### src/rtl/reg_arb_pkg.sv
// Shared types and default sizing for the register access arbiter.
// The optional lock feature is selected with the REG_ARB_LOCK_EN macro.
package reg_arb_pkg;

  localparam int unsigned REG_ARB_NUM_REQ = 4;
  localparam int unsigned REG_ARB_DATA_W  = 16;

  typedef enum logic [1:0] {
    StIdle,
    StIssue,
    StCapture,
    StDone
  } arb_state_e;

endpackage

### src/rtl/rr_pick.sv
// Combinational round-robin picker: the search begins one past the last owner and wraps.
module rr_pick #(
  parameter int unsigned NUM_REQ = 4,
  parameter int unsigned IDX_W   = $clog2(NUM_REQ)
) (
  input  logic [NUM_REQ-1:0] req,
  input  logic [IDX_W-1:0]   last,
  output logic [NUM_REQ-1:0] winner_oh,
  output logic [IDX_W-1:0]   winner_idx
);

  int unsigned      pos;
  logic [IDX_W-1:0] idx;
  logic             found;

  always_comb begin
    winner_oh  = '0;
    winner_idx = '0;
    found      = 1'b0;
    pos        = 0;
    idx        = '0;
    for (int unsigned off = 1; off <= NUM_REQ; off++) begin
      pos = (32'(last) + off) % NUM_REQ;
      idx = pos[IDX_W-1:0];
      if (!found && req[idx]) begin
        found          = 1'b1;
        winner_oh[idx] = 1'b1;
        winner_idx     = idx;
      end
    end
  end

endmodule

### src/rtl/reg_access_arbiter.sv
// Round-robin arbiter sharing one register between requesters over req/gnt/rsp.
// Defining REG_ARB_LOCK_EN adds req_lock for back-to-back transactions by one owner.
module reg_access_arbiter
  import reg_arb_pkg::*;
#(
  parameter int unsigned NUM_REQ = REG_ARB_NUM_REQ,
  parameter int unsigned DATA_W  = REG_ARB_DATA_W
) (
  input  logic                      clk,
  input  logic                      reset,
  input  logic [NUM_REQ-1:0]        req,
  input  logic [NUM_REQ-1:0]        req_we,
`ifdef REG_ARB_LOCK_EN
  input  logic [NUM_REQ-1:0]        req_lock,
`endif
  input  logic [NUM_REQ*DATA_W-1:0] req_wdata,
  output logic [NUM_REQ-1:0]        gnt,
  output logic [NUM_REQ-1:0]        rsp_valid,
  output logic [DATA_W-1:0]         rsp_rdata,
  output logic                      reg_read_enable,
  output logic                      reg_write_enable,
  output logic [DATA_W-1:0]         reg_write_data,
  input  logic [DATA_W-1:0]         reg_read_data
);

  localparam int unsigned IDX_W = $clog2(NUM_REQ);

  arb_state_e         state_q, state_d;
  logic [IDX_W-1:0]   owner_q, owner_d;
  logic [IDX_W-1:0]   last_q, last_d;
  logic               we_q, we_d;
  logic [DATA_W-1:0]  wdata_q, wdata_d;
  logic [DATA_W-1:0]  rdata_q, rdata_d;

  logic [NUM_REQ-1:0] pick_oh;
  logic [IDX_W-1:0]   pick_idx;
  logic [NUM_REQ-1:0] owner_oh;

  rr_pick #(
    .NUM_REQ (NUM_REQ),
    .IDX_W   (IDX_W)
  ) u_rr_pick (
    .req        (req),
    .last       (last_q),
    .winner_oh  (pick_oh),
    .winner_idx (pick_idx)
  );

  assign owner_oh  = NUM_REQ'(1) << owner_q;
  assign rsp_rdata = rdata_q;

  always_comb begin
    state_d = state_q;
    owner_d = owner_q;
    last_d  = last_q;
    we_d    = we_q;
    wdata_d = wdata_q;
    rdata_d = rdata_q;
    unique case (state_q)
      StIdle: begin
        if (|req) begin
          owner_d = pick_idx;
          for (int unsigned i = 0; i < NUM_REQ; i++) begin
            if (pick_oh[i]) begin
              we_d    = req_we[i];
              wdata_d = req_wdata[i*DATA_W +: DATA_W];
            end
          end
          state_d = StIssue;
        end
      end
      StIssue: begin
        state_d = we_q ? StDone : StCapture;
      end
      StCapture: begin
        rdata_d = reg_read_data;
        state_d = StDone;
      end
      StDone: begin
        last_d  = owner_q;
        state_d = StIdle;
`ifdef REG_ARB_LOCK_EN
        // Locked owner keeps the grant; last only moves once ownership is released.
        if (req_lock[owner_q] && req[owner_q]) begin
          last_d  = last_q;
          we_d    = req_we[owner_q];
          wdata_d = req_wdata[32'(owner_q)*DATA_W +: DATA_W];
          state_d = StIssue;
        end
`endif
      end
      default: state_d = StIdle;
    endcase
  end

  // Outputs decode from state only, so an asynchronous reset clears them at once.
  always_comb begin
    gnt              = '0;
    rsp_valid        = '0;
    reg_read_enable  = 1'b0;
    reg_write_enable = 1'b0;
    reg_write_data   = '0;
    unique case (state_q)
      StIdle: ;
      StIssue: begin
        gnt              = owner_oh;
        reg_write_enable = we_q;
        reg_read_enable  = ~we_q;
        reg_write_data   = wdata_q;
      end
      StCapture: gnt = owner_oh;
      StDone: begin
        gnt       = owner_oh;
        rsp_valid = owner_oh;
      end
      default: ;
    endcase
  end

  always_ff @(posedge clk or negedge reset) begin
    if (!reset) begin
      state_q <= StIdle;
      owner_q <= '0;
      last_q  <= IDX_W'(NUM_REQ - 1);
      we_q    <= 1'b0;
      wdata_q <= '0;
      rdata_q <= '0;
    end else begin
      state_q <= state_d;
      owner_q <= owner_d;
      last_q  <= last_d;
      we_q    <= we_d;
      wdata_q <= wdata_d;
      rdata_q <= rdata_d;
    end
  end

endmodule

### config.mk
export PLATFORM = sky130hd
export DESIGN_NAME = reg_access_arbiter
export DESIGN_NICKNAME = d
export VERILOG_FILES = /design/src/rtl/reg_arb_pkg.sv /design/src/rtl/rr_pick.sv /design/src/rtl/reg_access_arbiter.sv
export SDC_FILE = /design/constraint.sdc
export NUM_CORES = 1
export LEC_CHECK = 0
export ABC_AREA = 1
export CAP_MARGIN = 20
export CORE_MARGIN = 4
export CORE_UTILIZATION = 44
export CTS_CLUSTER_DIAMETER = 80
export DETAILED_ROUTE_END_ITERATION = 12
export PLACE_DENSITY = 0.89
export SLEW_MARGIN = 0
export SYNTH_ARGS = -nofsm -noshare
export SYNTH_HDL_FRONTEND = slang
export SYNTH_SLANG_ARGS = --single-unit
### constraint.sdc
create_clock -name clk -period 3.6 [get_ports clk]
set_clock_uncertainty 0.15 [all_clocks]
set_input_delay 0.36 -clock clk [delete_from_list [all_inputs] [get_ports clk]]
set_output_delay 0.36 -clock clk [all_outputs]
set_load 0.02 [all_outputs]
## Yosys cells after proc, flatten, opt, wreduce, memory -nomap -nowiden

Cells that the tools add are included.
W data, S select, Z words.

| storage, ports and cells | value |
|---|---|
| register bits | 39 |
| input port bits | 90 |
| output and inout bits | 42 |
| word-level logic and storage cells | 86 |

| cells by class | value |
|---|---|
| $add $sub $neg | 4 |
| magnitude comparators | 8 |
| equal/unequal tests | 4 |
| shift-type cells | 1 |
| multiplexer cells | 43 |
| bitwise gates (word level) | 4 |
| reductions and logical operators | 16 |

Operators with widths:

| operator | number |
|---|---|
| $mux W16 | 5 |
| $mux W4 | 6 |
| $mux W1 | 18 |
| $lt A2 B3 Y1 const B | 4 |
| $or A4 B4 Y4 | 3 |
| $mux W2 | 5 |
| $bmux W1 S2 | 4 |
| $demux W1 S2 | 4 |
| $ge A2 B1 Y1 const B | 4 |
| $pmux W2 S4 | 1 |
| $logic_and A1 B1 Y1 | 7 |
| $add A2 B1 Y2 const B | 2 |
| $add A2 B2 Y2 const B | 2 |
| $eq A2 B2 Y1 const B | 2 |
| $reduce_bool A4 Y1 | 1 |
| $reduce_or A4 Y1 | 1 |
| $shl A1 B2 Y4 const A | 1 |
| $logic_not A1 Y1 | 3 |
| $reduce_and A3 Y1 | 1 |
| $reduce_or A3 Y1 | 1 |
| $eq A2 B1 Y1 const B | 1 |
| $logic_not A2 Y1 | 1 |
| $ne A2 B2 Y1 const B | 1 |
| $reduce_and A2 Y1 | 1 |
| $not A1 Y1 | 1 |

## Longest topological paths before layout

Gate-level depths: netlist of the first run.

| depth | value |
|---|---|
| depth in word-level cells | 17 |
| mapped depth | 16 |
| gate-level depth less buffers | 15 |

## Modules after synthesis

A second synthesis of the first run with hierarchy kept.

| second synthesis, totals | value |
|---|---|
| cells, all modules | 427 |
| area total of the unflattened synthesis | 3109.2 sq um |

By module, submodules not included:

| module | times used | cells an instance | area each (sq um) |
|---|---|---|---|
| reg_access_arbiter | 1 | 342 | 2573.7 |
| rr_pick | 1 | 85 | 535.5 |

## Worst setup path before layout of the first run

OpenSTA, ideal clock, no wires.

| path | value |
|---|---|
| path type | flip-flop to flip-flop |
| start | register last_q[0] |
| end | register wdata_q[0] |
| setup time | 0.065 ns |
| arrival time | 2.385 ns |
| data required time | 3.385 ns |
| setup slack | 1.001 ns |
| cell stages (with the launch flop) | 17 |
| path through | dfstp_2 -> inv_2 -> ha_1 -> inv_1 -> nand3_2 -> nand2_4 -> nor2_4 -> nand2_4 -> nand2_4 -> nor2_8 -> nand2_8 -> nor2_8 -> nand2_2 -> nand2_4 -> buf_12 -> nand2_2 -> nand2_1 |

| on the way | value |
|---|---|
| word-level cells in the longest chain between the ends | 16 |
| elaborated cells between the ends (all ways) | 53 |
| those cells by class | add/sub: 4; order compare: 8; mux: 26; bitwise: 3; reduce/logical: 12 |

RTL lines:

| element | RTL line | RTL |
|---|---|---|
| from (decl) | reg_access_arbiter.sv:30 | `logic [IDX_W-1:0] last_q, last_d;` |
| from (signal assigned) | reg_access_arbiter.sv:124 | `last_q <= IDX_W'(NUM_REQ - 1);` |
| from (signal assigned) | reg_access_arbiter.sv:131 | `last_q <= last_d;` |
| branches (longest 12 deep; another with $lt A2 B3 Y1) | - |  |
| $mux W4 (*) | rr_pick.sv:25 | `if (!found && req[idx]) begin` |
| $mux W16 (3 in series) | reg_access_arbiter.sv:64 | `if (pick_oh[i]) begin` |
| to (signal assigned) | reg_access_arbiter.sv:133 | `wdata_q <= wdata_d;` |
| to (decl) | reg_access_arbiter.sv:32 | `logic [DATA_W-1:0] wdata_q, wdata_d;` |

Every way passes the cells marked *. The select of a mux whose other input is x is not followed.
A chain may end at the register's enable or synchronous reset.

## Worst setup path after layout of the first run

| path | value |
|---|---|
| start | register last_q[1] |
| end | register wdata_q[8] |

The elaborated chain is that of the path after synthesis.

==> results of run 1 <==
==> cells in the final DEF, fill, tap and decap left out, types with 5 or more instances in the layout <==
| master | n |
|---|---|
| nor2_1 | 7 |
| nand3_1 | 49 |
| inv_1 | 81 |
| dfrtp_1 | 37 |
| clkdlybuf4s50_1 | 130 |
| nand2_2 | 18 |
| ha_1 | 13 |
| mux2_2 | 16 |
| a21oi_1 | 18 |
| nand3_2 | 13 |
| o21ai_0 | 10 |
| nand2_1 | 114 |
| clkbuf_8 | 5 |
==> metal layers <==
metal | global-route usage [%] | wire length, um | vias up
li1 | - | - | 1583
met4 | 5.32 | 134 | 0
met2 | 33.1 | 3970 | 154
met5 | 0 | 0 | -
met3 | 4.14 | 673 | 11
met1 | 26.9 | 3780 | 1409
==> layout make-up <==
cell class / instances / area (um2) / area share (%)
clock inverter: 3 / 43.8 / 0.953
timing repair buffer: 132 / 1310 / 28.6
tap: 96 / 120 / 2.61
multi-input combinational: 288 / 1750 / 38.1
sequential: 39 / 978 / 21.3
clock buffer: 5 / 68.8 / 1.50
inverter: 85 / 319 / 6.94
==> registers in the layout, indices dropped and copies added (netlist names) <==
signal,count
last_q,2
owner_q,2
rsp_rdata,16
state_q,2
wdata_q,16
we_q,1
==> cells by family (layout without fill, tap and decap cells) <==
family	Yosys count	in the layout	share of synthesized area [%]
AND/OR/NAND/NOR	225	225	38.7
buffers and inverters	99	225	12.9
flip-flops	39	39	31.2
AO/OA/AOI/OAI	34	34	6.27
multiplexers	16	16	5.75
adder cells (fa/ha/maj)	13	13	5.19
==> metrics by stage <==
step                      power, uW  instances  setup WS [ns]  instance area (um2)  hold WS [ns]
after detailed placement       4060        640          0.414                 4480         0.318
after global routing           4840        648         0.0959                 4590        0.0866
final                          4430        648          0.375                 4590        0.0176
after floorplan                3230        426           1.00                 3130       -0.0856
after CTS                      4440        648          0.390                 4590        0.0372
after global placement         3980        640          0.529                 4480         0.322
==> worst max-delay path by stage <==
stage	cells past startpoint	slack, ns	endpoint
final	12	0.37	wdata_q[8]
after global routing	12	0.1	wdata_q[11]
after CTS	12	0.39	wdata_q[12]
after detailed placement	12	0.41	wdata_q[8]
after global placement	12	0.53	wdata_q[8]
after floorplan	16	1.00	wdata_q[0]
==> worst register-to-register path, delay by kind of cell, from the launching register on <==
kind            cells  cell delay, ns
buf+inv             2            0.25
compound gates      1            0.48
flops               1            0.61
simple gates        8            1.27
fa+ha+maj           1            0.41
==> power breakdown <==
group | total [uW] | switching, uW | internal (uW)
Clock | 357 | 151 | 206
Sequential | 841 | 160 | 681
Combinational | 3230 | 1970 | 1260
==> impl_metrics.toml, run 1 <==
[outcome]
run_status = "complete, no violations"

[layout]
final_nets = 654
area_growth_syn_to_layout_pct = 46.6
antenna_cells = 0
drive_gt1_share_pct = 14.3
fillerInstances = 563
post-route-util_pct = 66.9

[global_routing]
grt_max_degree = 40
grt_pass1_wl_mm = 14.1
grt_usage_pct = 20.1
grt_overflow_total = 0
antenna_found_initial = 0
grt_pass1_vias = 2975

[synthesis]
ys_seq_elements = 39
synth_cell_types = 33
ys.flop_type = "dfrtp_1"
synth_area_leader_cell = "dfrtp_1"
synth_largest_type_area_fraction_pct = 29.6
syn_area_mm2 = 0.00313
synthCells = 426
ys_seq_area_share_pct = 31.2
synthTopCellsByArea = "dfrtp_1, nand2_1, inv_1"
yosys_warnings = 0
post-synth-top-count-cell = "nand2_1"
synth-edff-count = 0
synth_nets = 529
yosys-top-cells-count = "nand2_1, inv_1, nand3_1"
async_flop_share_pct = 100
avgSynthCellArea_um2 = 7.35

[sta]
setup_viol = 0
setup_tns_ns = 0
worst_slew_pin_slew_ns = 0.846
fmax_mhz = 310
fin_crit_sh_pct = 89.6
maxSlewViolCount = 0
period_minus_slack_ns = 3.23
rsz0062_at_grt = "no"
slew_headroom_pct = 43.6
hold_viol = 0

[detailed_routing]
wl_per_cell_um = 13.2
wl_mm = 8.57
drcViolationCount = 0
drtIter0Drc = 169
vias = 3157
postRouteAntennaNets = 0
first_pass_iters = 5
avgViaCountPerCell = 4.87

[critical_path]
crit_buf_inv = 2
crit_path_end_kind = "flip-flop"
critPathKind = "reg -> reg"
r2r-start = "last_q[1]"
cpMaxStageDelayCell = "dfstp_2"
cp-startpoint = "last_q[1]"
critPathMaxStageDelay_ns = 0.61
worstPathRequired_ns = 3.68
crit_fanout = 18
ff2ff_setup_slack_ns = 0.37
cp.arrival_ns = 3.31
path_cells = "inv_1, ha_1, inv_1, nand3_2, nand2_4, nor2_8, nand4_4, nand2_8, nor2_8, a21oi_4, nand3_1, nand2_1"
crit_family = "simple AND/OR/NAND/NOR gates"
reg2regPathDepth = 12
reg2reg_to = "wdata_q[8]"
start_kind = "flip-flop"

[pwr]
power_density_mw_per_mm2 = 964
ir_worst_vdd_mv = 0.529
power.leakage_uw = 0.00233

[floorplan]
core_mm2 = 0.00687
rows = 30
start_util_pct = 45.6
die_area_mm2 = 0.00853
die_height_um = 92.4
die_x_um = 92.4
pin_count = 132

[clock_network]
clk_pin_slew_ns = 0.08
htreeDepth = 2
cts.sinks = 39
numCtsBuffers = 5
tritoncts = "done"
cts-resized-gates = 0
clockRootBuffer = "clkbuf_8"
clockBufferDepth = 2
hold_buffers = 0
insertion_delay_ns = 0.29
cts_setup_buffers = 0

[placement]
hpwl_mm = 7.05
io_buffers = 131
place_congestion = 0.859

[flow_run]
maxCapViolations = 0

[min_path]
hold_class = "in -> async"
No activity file was read; power rests on OpenSTA's default activity.
==> inputs of run 2 (changes only) <==
==> constraint.sdc (replaced) <==
create_clock -name clk -period 3.6 [get_ports clk]
set_clock_uncertainty 0.15 [all_clocks]
set_input_delay 1.08 -clock clk [delete_from_list [all_inputs] [get_ports clk]]
set_output_delay 1.08 -clock clk [all_outputs]
set_load 0.02 [all_outputs]
==> impl_metrics.toml, run 2 (synthesis gave the netlist of run 1 again) <==
[pwr]
ir_worst_vdd_mv = 0.538
power_density_mw_per_mm2 = 971
power.leakage_uw = 0.00235

[critical_path]
start_kind = "flip-flop"
crit_path_end_kind = "output port"
reg2reg_to = "wdata_q[7]"
cp.arrival_ns = 2.02
reg2regPathDepth = 14
r2r-start = "last_q[0]"
crit_fanout = 18
ff2ff_setup_slack_ns = 0.64
critPathKind = "reg -> out"
worstPathRequired_ns = 2.37

[clock_network]
cts.sinks = 39
insertion_delay_ns = 0.27
tritoncts = "done"
clockBufferDepth = 2
clockRootBuffer = "clkbuf_8"
hold_buffers = 0
clk_pin_slew_ns = 0.07
htreeDepth = 2
numCtsBuffers = 5
cts_setup_buffers = 0
cts-resized-gates = 0

[floorplan]
pin_count = 132
core_mm2 = 0.00687
die_height_um = 92.4
start_util_pct = 45.6
die_area_mm2 = 0.00853
rows = 30
die_x_um = 92.4

[layout]
antenna_cells = 0
mostFrequentLayoutCell = "clkdlybuf4s50_1"
drive_gt1_share_pct = 15.1
fin_cells = 653
layout_common_cells = "clkdlybuf4s50_1, nand2_1, inv_1, nand3_1, dfrtp_1"
final_nets = 659
area_growth_syn_to_layout_pct = 47.2

[global_routing]
grt_pass1_vias = 3226
grt_usage_pct = 20.9
antenna_found_initial = 0
grt_overflow_total = 0
grt_pass1_wl_mm = 14.9
grt_max_degree = 40

[placement]
hpwl_mm = 7.26
dp_cells = 645
io_buffers = 131
place_congestion = 0.872

[detailed_routing]
vias = 3207
wl_mm = 8.82
wl_per_cell_um = 13.5
drcViolationCount = 0
drtIter0Drc = 173
postRouteAntennaNets = 0
avgViaCountPerCell = 4.91
first_pass_iters = 6

[sta]
hold_viol = 0
period_minus_slack_ns = 3.25
rsz0062_at_grt = "no"
fin_crit_sh_pct = 90.2
worst_slew_pin_slew_ns = 0.826
fmax_mhz = 308
setup_tns_ns = 0
slew_headroom_pct = 45.0
maxSlewViolCount = 0
setup_viol = 0

[outcome]
run_status = "complete, no violations"

[min_path]
hold_class = "reg -> reg"
min_to = "wdata_q[8]"
min_path_cells = 2
hp-start = "wdata_q[8]"

[flow_run]
maxCapViolations = 0
run 2: where the power goes:
part           switching [uW]  internal (uW)  leakage, uW
Combinational            2020           1310      0.00183
Sequential                175            681     0.000467
Clock                     136            154    0.0000482
run 2: critical path, stage by stage, from the launching register on:
cell and delay (ns):
dfrtp_1 0.42, inv_1 0.14, ha_2 0.38, inv_1 0.07, nor2_1 0.10, clkdlybuf4s50_1 0.62
run 2: metrics by stage:
step	setup slack (ns)	utilization (%)	power (uW)	instance area (um2)	hold WS (ns)
final	0.354	67.2	4480	4610	0.339
after global routing	0.214	67.2	4890	4610	0.364
after CTS	0.183	67.1	4490	4610	0.342
after detailed placement	0.249	65.8	4180	4520	0.324
after global placement	0.322	65.8	4060	4520	0.326
after floorplan	0.964	-	3230	3130	0.299
run 2: worst max-delay path by stage:
stage	cells past startpoint	slack (ns)	endpoint	start
after floorplan	12	0.96	wdata_q[0]	req[2]
after global placement	14	0.32	wdata_q[12]	req[2]
after detailed placement	14	0.25	wdata_q[7]	req[2]
after CTS	5	0.18	reg_read_enable	state_q[1]
after global routing	5	0.21	reg_write_enable	state_q[1]
final	5	0.35	reg_read_enable	state_q[1]
run 2: area by class of cell:
type / instances / area, um2
multi-input cells: 288 / 1750
repair buffers: 137 / 1350
clock inverters: 1 / 5.00
clock buffers: 7 / 86.3
flip-flops and latches: 39 / 978
inverters: 85 / 319
well taps: 96 / 120
fillers: 560 / 2260
run 2: per-layer routing:
layer | vias up | GRT usage [%] | share of wire, %
met5 | - | 0 | 0
met4 | 0 | 7.05 | 2.8
met3 | 20 | 3.98 | 7.6
met2 | 154 | 35.1 | 47
met1 | 1449 | 26.9 | 42
li1 | 1584 | - | -
